### src/rtl/idli_pkg.sv
// Shared definitions for the idli retirement-trace block.
//   IDLI_TRC_DEPTH / IDLI_TRC_TS_W : default FIFO depth and timestamp width.
//   trc_entry_t : record layout at default widths ({ts, preds, pc}, pc in
//                 the LSBs), used to decode o_trc_data.
package idli_pkg;

    localparam int IDLI_TRC_DEPTH = 8;
    localparam int IDLI_TRC_TS_W  = 16;

    typedef struct packed {
        logic [15:0] ts;
        logic [3:0]  preds;
        logic [15:0] pc;
    } trc_entry_t;

endpackage

### src/rtl/idli_trace_m_if.sv
// Bundle of the trace unit's capture inputs and record drain port.
//   master : core / debug side (drives capture inputs and ready)
//   slave  : trace unit (drives valid, data, level, ovf, drops)
interface idli_trace_m_if #(
    parameter int DATA_W  = 16,
    parameter int SLICE_W = 4,
    parameter int DEPTH   = 8,
    parameter int TS_W    = 16
);
    logic                       i_trc_en;
    logic                       i_trc_clr;
    logic [SLICE_W-1:0]         i_trc_pc;
    logic                       i_trc_done;
    logic [2:0]                 i_trc_preds;
    logic                       o_trc_valid;
    logic                       i_trc_ready;
    logic [DATA_W+4+TS_W-1:0]   o_trc_data;
    logic [$clog2(DEPTH):0]     o_trc_level;
    logic                       o_trc_ovf;
    logic [7:0]                 o_trc_drops;

    modport master (
        output i_trc_en, i_trc_clr, i_trc_pc, i_trc_done, i_trc_preds, i_trc_ready,
        input  o_trc_valid, o_trc_data, o_trc_level, o_trc_ovf, o_trc_drops
    );

    modport slave (
        input  i_trc_en, i_trc_clr, i_trc_pc, i_trc_done, i_trc_preds, i_trc_ready,
        output o_trc_valid, o_trc_data, o_trc_level, o_trc_ovf, o_trc_drops
    );

endinterface

### src/rtl/idli_trace_fifo_m.sv
// Generic synchronous FIFO.
//   clk, rst_n : clock, synchronous active-low reset
//   clr        : synchronous flush, wins over push/pop
//   push/wdata : write request; ignored when full unless a pop happens too
//   pop        : read request; ignored when empty
//   rdata      : head entry (undefined while empty)
//   full, empty, level : occupancy status
module idli_trace_fifo_m #(
    parameter int WIDTH = 36,
    parameter int DEPTH = 8
) (
    input  logic                    clk,
    input  logic                    rst_n,
    input  logic                    clr,
    input  logic                    push,
    input  logic                    pop,
    input  logic [WIDTH-1:0]        wdata,
    output logic [WIDTH-1:0]        rdata,
    output logic                    full,
    output logic                    empty,
    output logic [$clog2(DEPTH):0]  level
);
    localparam int AW = $clog2(DEPTH);

    // Pointers carry one extra wrap bit so full and empty are distinguishable.
    logic [AW:0]      wr_ptr;
    logic [AW:0]      rd_ptr;
    logic [WIDTH-1:0] mem [DEPTH];
    logic             pop_en;
    logic             wr_en;

    assign empty  = (wr_ptr == rd_ptr);
    assign full   = (wr_ptr[AW] != rd_ptr[AW]) && (wr_ptr[AW-1:0] == rd_ptr[AW-1:0]);
    assign level  = wr_ptr - rd_ptr;
    assign rdata  = mem[rd_ptr[AW-1:0]];

    // When full, a same-cycle pop frees the head slot, which the write reuses.
    assign pop_en = pop & ~empty;
    assign wr_en  = push & (~full | pop_en);

    always_ff @(posedge clk) begin
        if (!rst_n || clr) begin
            wr_ptr <= '0;
            rd_ptr <= '0;
        end else begin
            if (wr_en)  wr_ptr <= wr_ptr + 1'b1;
            if (pop_en) rd_ptr <= rd_ptr + 1'b1;
        end
    end

    always_ff @(posedge clk) begin
        if (rst_n && !clr && wr_en)
            mem[wr_ptr[AW-1:0]] <= wdata;
    end

endmodule

### src/rtl/idli_trace_m.sv
// Retirement-trace unit for the bit-serial idli core.
// Reassembles the PC from LSB-first slices, stamps each completed
// instruction with a free-running timestamp and the predicate state, and
// queues records for a valid/ready consumer. Records arriving while the
// queue is full are dropped and counted.
//   i_trc_gck, i_trc_rst_n : clock, synchronous active-low reset
//   trc (slave)            : capture inputs, drain handshake, level/ovf/drops
module idli_trace_m
    import idli_pkg::*;
#(
    parameter int DATA_W  = 16,
    parameter int SLICE_W = 4,
    parameter int DEPTH   = IDLI_TRC_DEPTH,
    parameter int TS_W    = IDLI_TRC_TS_W,
    parameter int PC_ADJ  = 1
) (
    input  logic            i_trc_gck,
    input  logic            i_trc_rst_n,
    idli_trace_m_if.slave   trc
);
    localparam int REC_W = DATA_W + 4 + TS_W;
    localparam int LVL_W = $clog2(DEPTH) + 1;

    // Only the upper DATA_W-SLICE_W bits of the shift register are ever
    // read back (the low slice falls off on the next shift), so only those
    // are stored.
    logic [DATA_W-SLICE_W-1:0] pc_q;
    logic [DATA_W-1:0]         pc_d;
    logic [DATA_W-1:0]         pc_cap;
    logic [TS_W-1:0]           ts_q;
    logic [REC_W-1:0]          rec;
    logic [REC_W-1:0]          head;
    logic                      push;
    logic                      pop;
    logic                      full;
    logic                      empty;
    logic [LVL_W-1:0]          level;
    logic                      drop;
    logic                      ovf_q;
    logic [7:0]                drops_q;

    assign pc_d   = {trc.i_trc_pc, pc_q};
    assign pc_cap = pc_d - DATA_W'(PC_ADJ);
    assign rec    = {ts_q, 1'b1, trc.i_trc_preds, pc_cap};

    always_ff @(posedge i_trc_gck) begin
        if (!i_trc_rst_n) pc_q <= '0;
        else              pc_q <= pc_d[DATA_W-1:SLICE_W];
    end

    always_ff @(posedge i_trc_gck) begin
        if (!i_trc_rst_n || trc.i_trc_clr) ts_q <= '0;
        else                               ts_q <= ts_q + 1'b1;
    end

    assign push = trc.i_trc_done & trc.i_trc_en & ~trc.i_trc_clr;
    assign pop  = ~empty & trc.i_trc_ready & ~trc.i_trc_clr;
    assign drop = push & full & ~pop;

    idli_trace_fifo_m #(
        .WIDTH (REC_W),
        .DEPTH (DEPTH)
    ) u_fifo (
        .clk   (i_trc_gck),
        .rst_n (i_trc_rst_n),
        .clr   (trc.i_trc_clr),
        .push  (push),
        .pop   (pop),
        .wdata (rec),
        .rdata (head),
        .full  (full),
        .empty (empty),
        .level (level)
    );

    always_ff @(posedge i_trc_gck) begin
        if (!i_trc_rst_n || trc.i_trc_clr) begin
            ovf_q   <= 1'b0;
            drops_q <= '0;
        end else if (drop) begin
            ovf_q <= 1'b1;
            if (drops_q != 8'hFF) drops_q <= drops_q + 1'b1;
        end
    end

    // FIFO storage is not reset; mask the head so an empty queue reads 0.
    assign trc.o_trc_valid = ~empty;
    assign trc.o_trc_data  = empty ? '0 : head;
    assign trc.o_trc_level = level;
    assign trc.o_trc_ovf   = ovf_q;
    assign trc.o_trc_drops = drops_q;

endmodule

### src/flat_wrapper.sv
// flat-port wrapper written by rule: the top's interface ports become plain ports
module idli_trace_m_flat import idli_pkg::*;
#(
    parameter int DATA_W  = 16,
    parameter int SLICE_W = 4,
    parameter int DEPTH   = IDLI_TRC_DEPTH,
    parameter int TS_W    = IDLI_TRC_TS_W,
    parameter int PC_ADJ  = 1
)
  (i_trc_gck, i_trc_rst_n, trc_i_trc_en, trc_i_trc_clr, trc_i_trc_pc, trc_i_trc_done, trc_i_trc_preds, trc_i_trc_ready, trc_o_trc_valid, trc_o_trc_data, trc_o_trc_level, trc_o_trc_ovf, trc_o_trc_drops);
  idli_trace_m_if #(.DATA_W(DATA_W), .SLICE_W(SLICE_W), .DEPTH(DEPTH), .TS_W(TS_W)) trc_i ();
  input  logic i_trc_gck;
  input  logic i_trc_rst_n;
  input wire logic [$bits(trc_i.i_trc_en)-1:0] trc_i_trc_en;
  input wire logic [$bits(trc_i.i_trc_clr)-1:0] trc_i_trc_clr;
  input wire logic [$bits(trc_i.i_trc_pc)-1:0] trc_i_trc_pc;
  input wire logic [$bits(trc_i.i_trc_done)-1:0] trc_i_trc_done;
  input wire logic [$bits(trc_i.i_trc_preds)-1:0] trc_i_trc_preds;
  input wire logic [$bits(trc_i.i_trc_ready)-1:0] trc_i_trc_ready;
  output wire logic [$bits(trc_i.o_trc_valid)-1:0] trc_o_trc_valid;
  output wire logic [$bits(trc_i.o_trc_data)-1:0] trc_o_trc_data;
  output wire logic [$bits(trc_i.o_trc_level)-1:0] trc_o_trc_level;
  output wire logic [$bits(trc_i.o_trc_ovf)-1:0] trc_o_trc_ovf;
  output wire logic [$bits(trc_i.o_trc_drops)-1:0] trc_o_trc_drops;
  assign trc_i.i_trc_en = trc_i_trc_en;
  assign trc_i.i_trc_clr = trc_i_trc_clr;
  assign trc_i.i_trc_pc = trc_i_trc_pc;
  assign trc_i.i_trc_done = trc_i_trc_done;
  assign trc_i.i_trc_preds = trc_i_trc_preds;
  assign trc_i.i_trc_ready = trc_i_trc_ready;
  assign trc_o_trc_valid = trc_i.o_trc_valid;
  assign trc_o_trc_data = trc_i.o_trc_data;
  assign trc_o_trc_level = trc_i.o_trc_level;
  assign trc_o_trc_ovf = trc_i.o_trc_ovf;
  assign trc_o_trc_drops = trc_i.o_trc_drops;
  idli_trace_m #(.DATA_W(DATA_W), .SLICE_W(SLICE_W), .DEPTH(DEPTH), .TS_W(TS_W), .PC_ADJ(PC_ADJ)) u_core (.i_trc_gck(i_trc_gck), .i_trc_rst_n(i_trc_rst_n), .trc(trc_i));
endmodule
### config.mk
export PLATFORM = sky130hd
export DESIGN_NAME = idli_trace_m_flat
export DESIGN_NICKNAME = d
export VERILOG_FILES = /design/src/rtl/idli_pkg.sv /design/src/rtl/idli_trace_m_if.sv /design/src/rtl/idli_trace_fifo_m.sv /design/src/rtl/idli_trace_m.sv /design/src/flat_wrapper.sv
export SDC_FILE = /design/constraint.sdc
export NUM_CORES = 1
export LEC_CHECK = 0
export CAP_MARGIN = 40
export CORE_ASPECT_RATIO = 1.25
export CORE_UTILIZATION = 50
export DETAILED_ROUTE_END_ITERATION = 7
export PLACE_DENSITY = 0.73
export SYNTH_ARGS = -nofsm -noshare
export SYNTH_HDL_FRONTEND = slang
export SYNTH_HIERARCHICAL = 1
export SYNTH_SLANG_ARGS = --single-unit
### constraint.sdc
create_clock -name i_trc_gck -period 6.47 [get_ports i_trc_gck]
set_clock_uncertainty 0.1 [all_clocks]
set_input_delay 0.9705 -clock i_trc_gck [delete_from_list [all_inputs] [get_ports i_trc_gck]]
set_output_delay 0.9705 -clock i_trc_gck [all_outputs]
set_load 0.01 [all_outputs]
==> results of run 1 <==
==> tightest hold or removal path, delay by kind of cell (launching register included) <==
family | cells | cell delay, ns
AO/OA/AOI/OAI | 1 | 0.05
buffers and inverters | 1 | 0.05
flip-flops | 1 | 0.31
==> registers in the layout, indices dropped and copies added, names as in the netlist, named ones only <==
register / cells
u_core/trc.o_trc_drops: 8
u_core/u_fifo/rd_ptr: 4
u_core/u_fifo/mem: 288
u_core/pc_q: 12
u_core/u_fifo/wr_ptr: 4
u_core/ts_q: 16
u_core/trc.o_trc_ovf: 1
==> layer usage <==
| metal | GRT usage (%) | vias to the layer above |
|---|---|---|
| met5 | 0 | - |
| met3 | 2.21 | 45 |
| li1 | - | 3041 |
| met2 | 36.6 | 172 |
| met1 | 24.3 | 3487 |
| met4 | 6.20 | 0 |
==> final cells by class <==
cell class / instances / share of cell area [%]
Timing Repair Buffer: 79 / 4.94
Clock buffer: 43 / 5.65
Multi-Input combinational cell: 353 / 23.8
Inverter: 18 / 0.433
Sequential cell: 336 / 61.7
Tap cell: 340 / 2.73
Clock inverter: 14 / 0.770
==> through the flow <==
step	utilization (%)	hold WS, ns	cells
6_report	59.4	0.353	1183
3_3_place_gp	55.4	0.354	1122
4_1_cts	59.4	0.359	1183
2_1_floorplan	-	0.370	736
5_1_grt	59.4	0.375	1183
3_5_place_dp	55.6	0.349	1126
==> power by group <==
| group | internal [uW] | leakage, uW | total [uW] | switching [uW] |
|---|---|---|---|---|
| combinational | 34.9 | 0.00137 | 94.2 | 59.3 |
| sequential | 2360 | 0.00293 | 2370 | 7.11 |
| clock | 1030 | 0.000495 | 1760 | 738 |
| total | 3420 | 0.00479 | 4220 | 804 |
==> worst min path at each step <==
stage                                        end  depth (start not counted)  slack, ns
2_1_floorplan  u_core/trc.o_trc_ovf$_SDFFE_PP0P_                          2       0.37
3_3_place_gp   u_core/trc.o_trc_ovf$_SDFFE_PP0P_                          2       0.35
3_5_place_dp   u_core/trc.o_trc_ovf$_SDFFE_PP0P_                          2       0.35
4_1_cts        u_core/trc.o_trc_ovf$_SDFFE_PP0P_                          2       0.36
5_1_grt        u_core/trc.o_trc_ovf$_SDFFE_PP0P_                          2       0.37
6_report       u_core/trc.o_trc_ovf$_SDFFE_PP0P_                          2       0.35
==> cell families after synthesis <==
group           synth area share (%)
flops                           71.3
simple gates                    6.97
mux                             15.3
buf+inv                         1.76
xor+xnor                        2.40
compound gates                  1.36
fa+ha+maj                      0.892
other cells                   0.0278
==> cell usage in the layout, fill, tap and decap left out, types with 4 or more instances in the layout <==
| cell type | count |
|---|---|
| xnor2_1 | 21 |
| o311ai_1 | 4 |
| nand2_1 | 11 |
| clkdlybuf4s50_1 | 62 |
| ha_1 | 8 |
| clkinv_2 | 4 |
| buf_4 | 13 |
| clkinv_1 | 6 |
| and2_1 | 15 |
| clkbuf_8 | 6 |
| a21oi_1 | 5 |
| clkbuf_1 | 6 |
| xor2_1 | 14 |
| mux4_2 | 72 |
| nand4_1 | 9 |
| conb_1 | 8 |
| nor2b_1 | 37 |
| mux2_2 | 36 |
| dfxtp_1 | 45 |
| nor3_1 | 5 |
| nor4_1 | 5 |
| nand3_1 | 14 |
| nor2_4 | 5 |
| clkbuf_16 | 31 |
| edfxtp_1 | 288 |
| inv_1 | 18 |
| nor3_2 | 4 |
| nor2_1 | 35 |
==> flow_metrics.env, run 1 <==
export IMPL_status="finished clean"
export IMPL_cts_sinks=336
export IMPL_grt_overflow=0
export IMPL_syn_instance_count=729
export IMPL_clock_path_buffers=3
export IMPL_drive_gt1_share_pct=22.8
export IMPL_reg2reg_depth=9
export IMPL_ant_nets=0
export IMPL_synth_cell_types=51
export IMPL_finalPower_uw=4220
export IMPL_ir_drop_mv=0.202
export IMPL_p_per_area_nw_per_um2=271
export IMPL_top_layer_used="met4"
export IMPL_worstSetupPathType="flop to primary output"
export IMPL_die_y_um=186
export IMPL_cts_tree="built"
export IMPL_place_ws_ns=2.16
export IMPL_pin_count=63
export IMPL_grt_pass1_vias=7285
export IMPL_crit_chain="buf_4, mux4_2, mux2_2, nor2b_1, clkdlybuf4s50_1"
export IMPL_numCtsBuffers=31
export IMPL_setup_viol=0
export IMPL_fin_crit_ns=4.44
export IMPL_wl_per_cell_um=22.1
export IMPL_dieWidth_um=149
export IMPL_cts_max_level=1
export IMPL_drc=0
export IMPL_cp_required_ns=5.40
export IMPL_grt_total_usage_pct=19.8
export IMPL_setup_ws_ns=2.03
export IMPL_yosysTopAreaCell="edfxtp_1"
export IMPL_synth_seq_cells=336
export IMPL_wl_met2_um=14100
export IMPL_synth_commonest_cells="288 x edfxtp_1, 72 x mux4_2, 48 x dfxtp_1"
export IMPL_dpl_hpwl_um=15100
export IMPL_area_delta_synth_final_pct=15.7
export IMPL_r2r_end="u_core/u_fifo/mem[2][31]$_DFFE_PP_"
export IMPL_synth_most_common_cell="edfxtp_1"
export IMPL_antennaDiodeCount=0
export IMPL_postSynthAreaPerCell_um2=18.5
export IMPL_fin_area_um2=15600
export IMPL_vias=6745
export IMPL_dr_wl_met3_um=997
export IMPL_path_buf_inv=2
export IMPL_fill_cells=1894
export IMPL_worst_pin_slew_ns=0.836
export IMPL_endpoint="trc_o_trc_data[20]"
export IMPL_antenna_found_initial=0
export IMPL_slowest_delay_ns=0.74
export IMPL_slew_headroom_pct=44.0
export IMPL_via_per_inst=5.70
export IMPL_r2r_start="u_core/u_fifo/wr_ptr[2]$_SDFFE_PP0P_"
export IMPL_worstHoldStart="u_core/trc.o_trc_ovf$_SDFFE_PP0P_"
export IMPL_cp_depth=5
export IMPL_first_pass_iters=5
export IMPL_core_area_um2=26300
export IMPL_cp_start_kind="flop"
export IMPL_seq_area_um2=9620
export IMPL_die_area_um2=27600
export IMPL_synthTopCellsByArea="edfxtp_1 64%, mux4_2 12%, dfxtp_1 7.1%"
export IMPL_grt_pass1_wl_um=40900
export IMPL_cp_top_family="buffers and inverters"
export IMPL_cp_slowest_cell="dfxtp_4"
export IMPL_synth_top_area_share_pct=64.2
export IMPL_rsz0062_at_grt="false"
export IMPL_wl_met1_um=10500
export IMPL_rows=66
export IMPL_fmax_mhz=225
export IMPL_cts_resized=0
export IMPL_crit_arrival_ns=3.36
export IMPL_post_cts_buffers=0
export IMPL_grt_max_degree=39
export IMPL_fin_setup_tns_ns=0
export IMPL_wl_um=26200
export IMPL_synth_flop_cell="edfxtp_1"
export IMPL_syn_area_um2=13500
export IMPL_final_hold_viol_count=0
export IMPL_multi_input_area_um2=3710
export IMPL_drtIter0Drc=411
export IMPL_r2r_slack_ns=2.50
export IMPL_seq_area_frac_synth_pct=71.3
export IMPL_crit_fanout=30
export IMPL_placed_cell_area_um2=14600
export IMPL_synth_edff_count=288
export IMPL_portBuffers=62
export IMPL_ctsHoldBuffers=0
export IMPL_fin_crit_sh_pct=68.6
export IMPL_nNetsFinal=841
export IMPL_start_util_pct=51.3
export IMPL_clk_latency_ns=0.55
export IMPL_routabilityCongestion=0.748
export IMPL_clockRootBuffer="clkbuf_16"
export IMPL_clkTransAtPathRegs_ns=0.06
export IMPL_min_path_type="flop to flop"
export IMPL_end_kind="primary output"
export IMPL_drv_cap=0
export IMPL_synthArstFlopShare_pct=0
export IMPL_p_leak_uw=0.00479
export IMPL_yosys_warnings=6
export IMPL_slew_viol_final=0
No activity file was read; power rests on OpenSTA's default activity.
==> run 2: changes to the inputs <==
==> constraint.sdc (replaced) <==
create_clock -name i_trc_gck -period 4.65 [get_ports i_trc_gck]
set_clock_uncertainty 0.1 [all_clocks]
set_input_delay 0.6975 -clock i_trc_gck [delete_from_list [all_inputs] [get_ports i_trc_gck]]
set_output_delay 0.6975 -clock i_trc_gck [all_outputs]
set_load 0.01 [all_outputs]
==> flow_metrics.env, run 2 (synthesis results as in run 1) <==
export IMPL_end_kind="primary output"
export IMPL_slew_headroom_pct=50.4
export IMPL_finalPower_uw=5870
export IMPL_p_per_area_nw_per_um2=376
export IMPL_crit_arrival_ns=2.94
export IMPL_grt_pass1_wl_um=41000
export IMPL_fin_crit_sh_pct=80.5
export IMPL_grt_total_usage_pct=19.7
export IMPL_portBuffers=62
export IMPL_cp_required_ns=3.85
export IMPL_drive_gt1_share_pct=22.5
export IMPL_fin_crit_ns=3.74
export IMPL_final_common_cell="edfxtp_1"
export IMPL_setup_viol=0
export IMPL_clkTransAtPathRegs_ns=0.06
export IMPL_antenna_found_initial=0
export IMPL_cts_tree="built"
export IMPL_routabilityCongestion=0.800
export IMPL_final_hold_viol_count=0
export IMPL_holdPathStages=2
export IMPL_area_delta_synth_final_pct=15.7
export IMPL_start_util_pct=51.3
export IMPL_cts_max_level=1
export IMPL_worst_pin_slew_ns=0.738
export IMPL_crit_fanout=72
export IMPL_pin_count=63
export IMPL_rows=66
export IMPL_cts_sinks=336
export IMPL_r2r_end="u_core/u_fifo/mem[0][1]$_DFFE_PP_"
export IMPL_drv_cap=0
export IMPL_power_frac_comb_pct=2.3
export IMPL_die_y_um=186
export IMPL_dieWidth_um=149
export IMPL_vias=6771
export IMPL_p_leak_uw=0.00478
export IMPL_reg2reg_depth=9
export IMPL_status="finished clean"
export IMPL_min_path_type="flop to flop"
export IMPL_layout_cells_most_common_list="288 x edfxtp_1, 72 x mux4_2, 62 x clkdlybuf4s50_1, 45 x dfxtp_1, 37 x nor2b_1"
export IMPL_worstHoldStart="u_core/trc.o_trc_ovf$_SDFFE_PP0P_"
export IMPL_ctsHoldBuffers=0
export IMPL_cts_resized=0
export IMPL_worstHoldEndpoint="u_core/trc.o_trc_ovf$_SDFFE_PP0P_"
export IMPL_pwr_share_clk_pct=41.6
export IMPL_nNetsFinal=840
export IMPL_power_internal_uw=4770
export IMPL_drtIter0Drc=565
export IMPL_ant_nets=0
export IMPL_clock_path_buffers=3
export IMPL_first_pass_iters=5
export IMPL_r2r_start="u_core/u_fifo/wr_ptr[2]$_SDFFE_PP0P_"
export IMPL_drc=0
export IMPL_numCtsBuffers=30
export IMPL_core_area_um2=26300
export IMPL_grt_overflow=0
export IMPL_grt_max_degree=73
export IMPL_die_area_um2=27600
export IMPL_largest_reg_flops=288
export IMPL_clockRootBuffer="clkbuf_16"
export IMPL_fmax_mhz=267
export IMPL_wl_per_cell_um=21.8
export IMPL_seq_power_share_pct=56.1
export IMPL_post_cts_buffers=0
export IMPL_fin_setup_tns_ns=0
export IMPL_cp_start_kind="flop"
export IMPL_clk_latency_ns=0.54
export IMPL_slew_viol_final=0
export IMPL_antennaDiodeCount=0
export IMPL_ir_drop_mv=0.340
export IMPL_r2r_slack_ns=1.20
export IMPL_via_per_inst=5.74
export IMPL_wl_um=25700
export IMPL_grt_pass1_vias=7272
export IMPL_dpl_hpwl_um=15100
export IMPL_power_switching_uw=1100
export IMPL_worstSetupPathType="flop to primary output"
export IMPL_rsz0062_at_grt="false"
export IMPL_sw_frac_of_total_pct=18.8
[run 2: changes by cell type in the layout (fill, tap and decap cells not counted), sizes merged]
cell      before  now
clkbuf        43   38
bufinv         2    4
inv           20   18
clkinv        10   11
clkinvlp       0    1
[run 2: power groups by stage]
stage | clock network [uW] | registers, uW | logic [uW]
after floorplan | 0 | 3350 | 74.7
after global placement | 0 | 3360 | 123
after detailed placement | 0 | 3360 | 133
after CTS | 2490 | 3290 | 134
after global routing | 2600 | 3290 | 146
final | 2440 | 3290 | 132
[run 2: worst max path at each step]
stage	start	end	slack [ns]	cells past startpoint
after global placement	i_trc_rst_n	u_core/u_fifo/mem[0][4]$_DFFE_PP_	1.14	6
after floorplan	u_core/u_fifo/wr_ptr[0]$_SDFFE_PP0P_	u_core/u_fifo/mem[4][0]$_DFFE_PP_	-0.12	8
after global routing	u_core/u_fifo/wr_ptr[0]$_SDFFE_PP0P_	trc_o_trc_data[1]	0.74	7
after CTS	flop	trc_o_trc_data[2]	0.87	5
final	flop	trc_o_trc_data[20]	0.91	5
after detailed placement	i_trc_rst_n	u_core/u_fifo/mem[0][3]$_DFFE_PP_	1.01	7
[run 2: layout make-up]
type | count | area, um2
sequential | 336 | 9620
tap | 340 | 425
multi-input combinational | 353 | 3710
clock inverter | 16 | 176
timing repair buffer | 79 | 788
fill | 1915 | 10700
clock buffer | 38 | 802
inverter | 18 | 67.6
[run 2: through the flow]
step                      hold WS [ns]  instance area [um2]  utilization (%)  worst slack [ns]  std cells
after global placement           0.341                14600             55.5              1.14       1122
final                            0.352                15600             59.3             0.909       1180
after CTS                        0.358                15600             59.3             0.866       1180
after detailed placement         0.348                14600             55.6              1.01       1126
after global routing             0.380                15600             59.3             0.738       1180
after floorplan                  0.370                13500                -            -0.123        736
[run 2: critical path: stages (launching register included)]
cell and delay [ns]:
dfxtp_4 0.35, buf_12 0.45, mux4_2 0.60, mux2_2 0.30
nor2b_1 0.14, clkdlybuf4s50_1 0.49
[run 2: per-layer routing]
| layer | vias up | global-route usage [%] | part of all wire [%] |
|---|---|---|---|
| met5 | - | 0 | 0 |
| met4 | 0 | 6.00 | 2.2 |
| met1 | 3503 | 25.3 | 41 |
| met3 | 41 | 2.52 | 4.1 |
| li1 | 3036 | - | - |
| met2 | 191 | 34.9 | 53 |
==> variant 1, RTL diff (settings of run 1) <==
Reset style: asynchronous (`i_trc_rst_n`), changed in one clocked block. Comments in the files are not updated.
--- a/src/rtl/idli_trace_m.sv
+++ b/src/rtl/idli_trace_m.sv
@@ -43,7 +43,7 @@
     assign pc_cap = pc_d - DATA_W'(PC_ADJ);
     assign rec    = {ts_q, 1'b1, trc.i_trc_preds, pc_cap};
 
-    always_ff @(posedge i_trc_gck) begin
+    always_ff @(posedge i_trc_gck or negedge i_trc_rst_n) begin
         if (!i_trc_rst_n) pc_q <= '0;
         else              pc_q <= pc_d[DATA_W-1:SLICE_W];
     end
Formal check against the unedited RTL: no difference found for any inputs over 4 cycles, from zero or initial values and one cycle with i_trc_rst_n low; that may be too few to reach the edited logic, so the function may still have changed.
==> variant 1 against run 1 <==
Final area is essentially flat. Synthesized cell count is 1.8% lower. Wire length fell by 3.3%. Sequential cell count is the same. Critical path depth did not move. Worst setup slack lost 0.096 ns. Total power is 1.1% lower. Synthesized area shrank 0.15%. Sequential share of layout area grew 0.40 points.
==> variant 1: results <==
set metrics [dict create \
    yosysSeqAreaShare_pct 71.9 \
    signal_buffers 81 \
    clockBufferCount 42 \
    p_int_uw 3390 \
    ys_async_sr_fraction_pct 3.57 \
    dp_slack_ns 1.82 \
    wl_per_cell_um 21.6 \
    dpl_cell_area_um2 14600 \
    cp_max_fo 35 \
    synth_area_per_cell_um2 18.8 \
    max-vdd-ir-drop_mv 0.188 \
    fin_nets 830 \
    grt_max_degree 51 \
    place_congestion 0.744 \
    leakage_uw 0.00484 \
    routed_via_density 5.81 \
    drive_above_1_share_pct 23.3 \
    routed_wl_um 25300 \
    status "complete, no violations" \
    syn_to_final_growth_pct 15.9 \
    wl_met3_um 1120 \
    whs_ns 0.357 \
    r2r_slack_ns 2.56 \
    ff_latch_area_um2 9680 \
    portBuffers 62 \
    wl_met2_um 13500 \
    multi_input_area_share_pct 23.3 \
    grt_pass1_vias 7133 \
    rr_endpoint "u_core/u_fifo/mem[2][2]$_DFFE_PP_" \
    drt_iter0_drc 451 \
    critPathArrivalTime_ns 3.46 \
    multi_input_gates 341 \
    worstMarginPinSlew_ns 0.921 \
    fillers 1866 \
    wl_met1_um 10300 \
    placedCellCount 1116 \
    bufAreaShareNonClock_pct 5.17 \
    numSequentialCells 336 \
    synth_area_leaders "edfxtp_1 (64%), mux4_2 (12%), dfxtp_1 (5.4%)" \
    cts_buffers 30 \
]
variant 1: kinds of logic (layout without fill, tap and decap cells):
logic type / count (synthesis) / count (layout) / synth area share, %
AOI/OAI and AO/OA: 25 / 25 / 1.36
xor gates and xnor gates: 36 / 36 / 2.40
other: 1 / 8 / 0.0279
muxes: 111 / 111 / 15.3
buffers and inverters: 46 / 154 / 1.73
DFF: 336 / 336 / 71.9
and+or+nand+nor: 152 / 152 / 6.42
adders and majority gates: 9 / 9 / 0.893
variant 1: critical path, cell delays in order, from the launching register on:
cell and delay [ns]:
dfxtp_4 0.79, buf_4 0.56, mux4_2 0.58, mux2_2 0.28
nor2b_1 0.15, clkdlybuf4s50_1 0.51
variant 1: worst max path at each step:
stage                                         start                                  to  slack, ns  cells after the start
2_1_floorplan  u_core/u_fifo/wr_ptr[0]$_SDFFE_PP0P_   u_core/u_fifo/mem[4][0]$_DFFE_PP_       1.70                      8
3_3_place_gp                            i_trc_rst_n  u_core/u_fifo/mem[3][12]$_DFFE_PP_       2.07                      6
3_5_place_dp                            i_trc_rst_n   u_core/u_fifo/mem[3][6]$_DFFE_PP_       1.82                      7
4_1_cts                                        flop                  trc_o_trc_data[27]       1.81                      5
5_1_grt                                        flop                  trc_o_trc_data[32]       1.68                      5
6_report                                       flop                  trc_o_trc_data[32]       1.94                      5
variant 1: power by group through the flow:
stage	clock network [uW]	registers, uW	logic, uW
global route	1870	2360	74.0
detailed placement	0	2400	68.2
global placement	0	2400	63.4
floorplan	0	2400	33.2
finish	1750	2360	67.9
CTS	1780	2360	68.4
variant 1: layer usage:
layer,track usage [%],vias up
met3,2.44,35
li1,-,3007
met1,24.3,3556
met2,34.2,207
met4,4.95,0
met5,0,-
==> variant 2, RTL diff (settings of run 1) <==
Made on the original files. `DATA_W` is set to 16 in 3 places; all go to 14.
--- a/src/rtl/idli_trace_m_if.sv
+++ b/src/rtl/idli_trace_m_if.sv
@@ -2,7 +2,7 @@
 //   master : core / debug side (drives capture inputs and ready)
 //   slave  : trace unit (drives valid, data, level, ovf, drops)
 interface idli_trace_m_if #(
-    parameter int DATA_W  = 16,
+    parameter int DATA_W  = 14,
     parameter int SLICE_W = 4,
     parameter int DEPTH   = 8,
     parameter int TS_W    = 16
--- a/src/rtl/idli_trace_m.sv
+++ b/src/rtl/idli_trace_m.sv
@@ -8,7 +8,7 @@
 module idli_trace_m
     import idli_pkg::*;
 #(
-    parameter int DATA_W  = 16,
+    parameter int DATA_W  = 14,
     parameter int SLICE_W = 4,
     parameter int DEPTH   = IDLI_TRC_DEPTH,
     parameter int TS_W    = IDLI_TRC_TS_W,
--- a/src/flat_wrapper.sv
+++ b/src/flat_wrapper.sv
@@ -1,7 +1,7 @@
 // flat-port wrapper written by rule: the top's interface ports become plain ports
 module idli_trace_m_flat import idli_pkg::*;
 #(
-    parameter int DATA_W  = 16,
+    parameter int DATA_W  = 14,
     parameter int SLICE_W = 4,
     parameter int DEPTH   = IDLI_TRC_DEPTH,
     parameter int TS_W    = IDLI_TRC_TS_W,
Ports: changed (resized trc_o_trc_data); port bits go from 63 to 61. The function was not compared with the original's and may differ.
==> variant 2 against run 1 <==
Clock power decreased by 9.7%. Critical endpoint is now trc_o_trc_data[5]. Worst setup slack better by 0.0041 ns. Final area decreased by 5.2%. Hold slack improved by 0.050 ns. Synthesized area is 5.0% lower. Utilization decreased by 0.77 points. Wire length is 5.1% lower. Sequential share of layout area is 0.12 points lower. Sequential cell count fell by 18. Global-route usage decreased by 0.44 points. Highest routed layer unchanged. Total power is 7.5% lower.
==> variant 2: results <==
set metrics [dict create \
    synth-compound-area-share_pct 1.78 \
    dpl_cell_area_um2 13900 \
    grt_use_total_pct 19.4 \
    diodes 0 \
    rr_endpoint "u_core/u_fifo/mem[2][17]$_DFFE_PP_" \
    grt_pass1_vias 6960 \
    cp_top_family "buffers and inverters" \
    drive_above_1_share_pct 22.2 \
    portBuffers 60 \
    fin_nets 803 \
    cts_setup_buffers 0 \
    slowest_delay_ns 0.59 \
    stdcell_count 1138 \
    path_clk_slew_ns 0.07 \
    grt_pass1_wl_um 39000 \
    hold_depth 2 \
    critPathLaunchType "flop" \
    synth_area_leaders "edfxtp_1 (64%), mux4_2 (12%), dfxtp_1 (7.2%)" \
    place_hpwl_um 13900 \
    grt_max_degree 38 \
    grt_antenna_before_repair 0 \
    worstMarginPinSlew_ns 0.786 \
    status "complete, no violations" \
    synth-xor-area-share_pct 1.98 \
    clock_path_buffers 3 \
    routed_wl_um 24900 \
    place_congestion 0.801 \
    synth-edff-count 272 \
    cts_root_buf "clkbuf_16" \
    synth.yosys.warnings 6 \
    worstRegToRegCells 10 \
    fillers 1850 \
    cp_max_fo 37 \
    clock_latency_ns 0.54 \
    synth_area_per_cell_um2 18.4 \
    max-vdd-ir-drop_mv 0.201 \
    yosysSeqAreaShare_pct 71.0 \
    critPathArrivalTime_ns 3.36 \
    muxShareOfSynthArea_pct 15.7 \
    r2r_slack_ns 2.43 \
    r2r-start "u_core/u_fifo/wr_ptr[1]$_SDFFE_PP0P_" \
    routed_via_density 5.67 \
    setup_tns_ns 0 \
    min_path_type "flop to flop" \
    ys_async_sr_fraction_pct 0 \
    cts_buffers 29 \
    drt_iter0_drc 404 \
    htreeDepth 1 \
    synth-adder-area-share_pct 0.939 \
    synth_common_cells "edfxtp_1 (272), mux4_2 (68), dfxtp_1 (46)" \
    largest_register_ffs 272 \
    drt_pass1_iterations 5 \
    leakage_uw 0.00457 \
    slowest_stage "dfxtp_4" \
    synth_flop_cell "edfxtp_1" \
    ys_types 46 \
]
## variant 2: cell count changes after synthesis, moves of 5 or more
| cell | change |
|---|---|
| edfxtp_1 | -16 |
| buf_6 | -6 |
| xnor2_1 | -10 |
| nor2_1 | -5 |
| nand4_1 | -7 |
| buf_2 | +7 |
| mux2_4 | +20 |
| buf_1 | -8 |
| clkbuf_1 | +6 |
| a21oi_1 | +5 |
| mux2_2 | -22 |
## variant 2: power breakdown
part	switching, uW	internal (uW)
combinational	53.1	30.5
sequential	5.43	2230
clock	700	887
## variant 2: area by class of cell
class	instances	area, um2	share of cell area [%]
timing repair buffer	77	763	5.17
inverter	15	56.3	0.381
clock buffer	46	840	5.68
clock inverter	7	40.0	0.271
tap	335	419	2.84
sequential	318	9090	61.6
multi-input combinational	340	3560	24.1
## variant 2: worst max path at each step
stage / end / slack, ns
2_1_floorplan: u_core/u_fifo/mem[4][0]$_DFFE_PP_ / 1.77
3_3_place_gp: trc_o_trc_data[5] / 2.30
3_5_place_dp: u_core/u_fifo/mem[2][17]$_DFFE_PP_ / 2.37
4_1_cts: trc_o_trc_data[5] / 1.92
5_1_grt: trc_o_trc_data[5] / 1.81
6_report: trc_o_trc_data[5] / 2.04
## variant 2: tightest hold or removal path: stages, from the launching register on
cell and delay, ns:
dfxtp_1 0.32, nor2_1 0.10, nor2_1 0.04
## variant 2: metrics by stage
stage / hold WS, ns / worst slack (ns)
floorplan: 0.374 / 1.77
global placement: 0.360 / 2.30
detailed placement: 0.386 / 2.37
CTS: 0.403 / 1.92
global route: 0.426 / 1.81
finish: 0.403 / 2.04
## variant 2: layer usage
layer	global-route usage, %	share of wire, %	wire, um
met3	2.40	4.6	1150
met1	24.8	41	10100
met2	34.5	53	13100
met4	6.27	2.3	578
met5	0	0	0
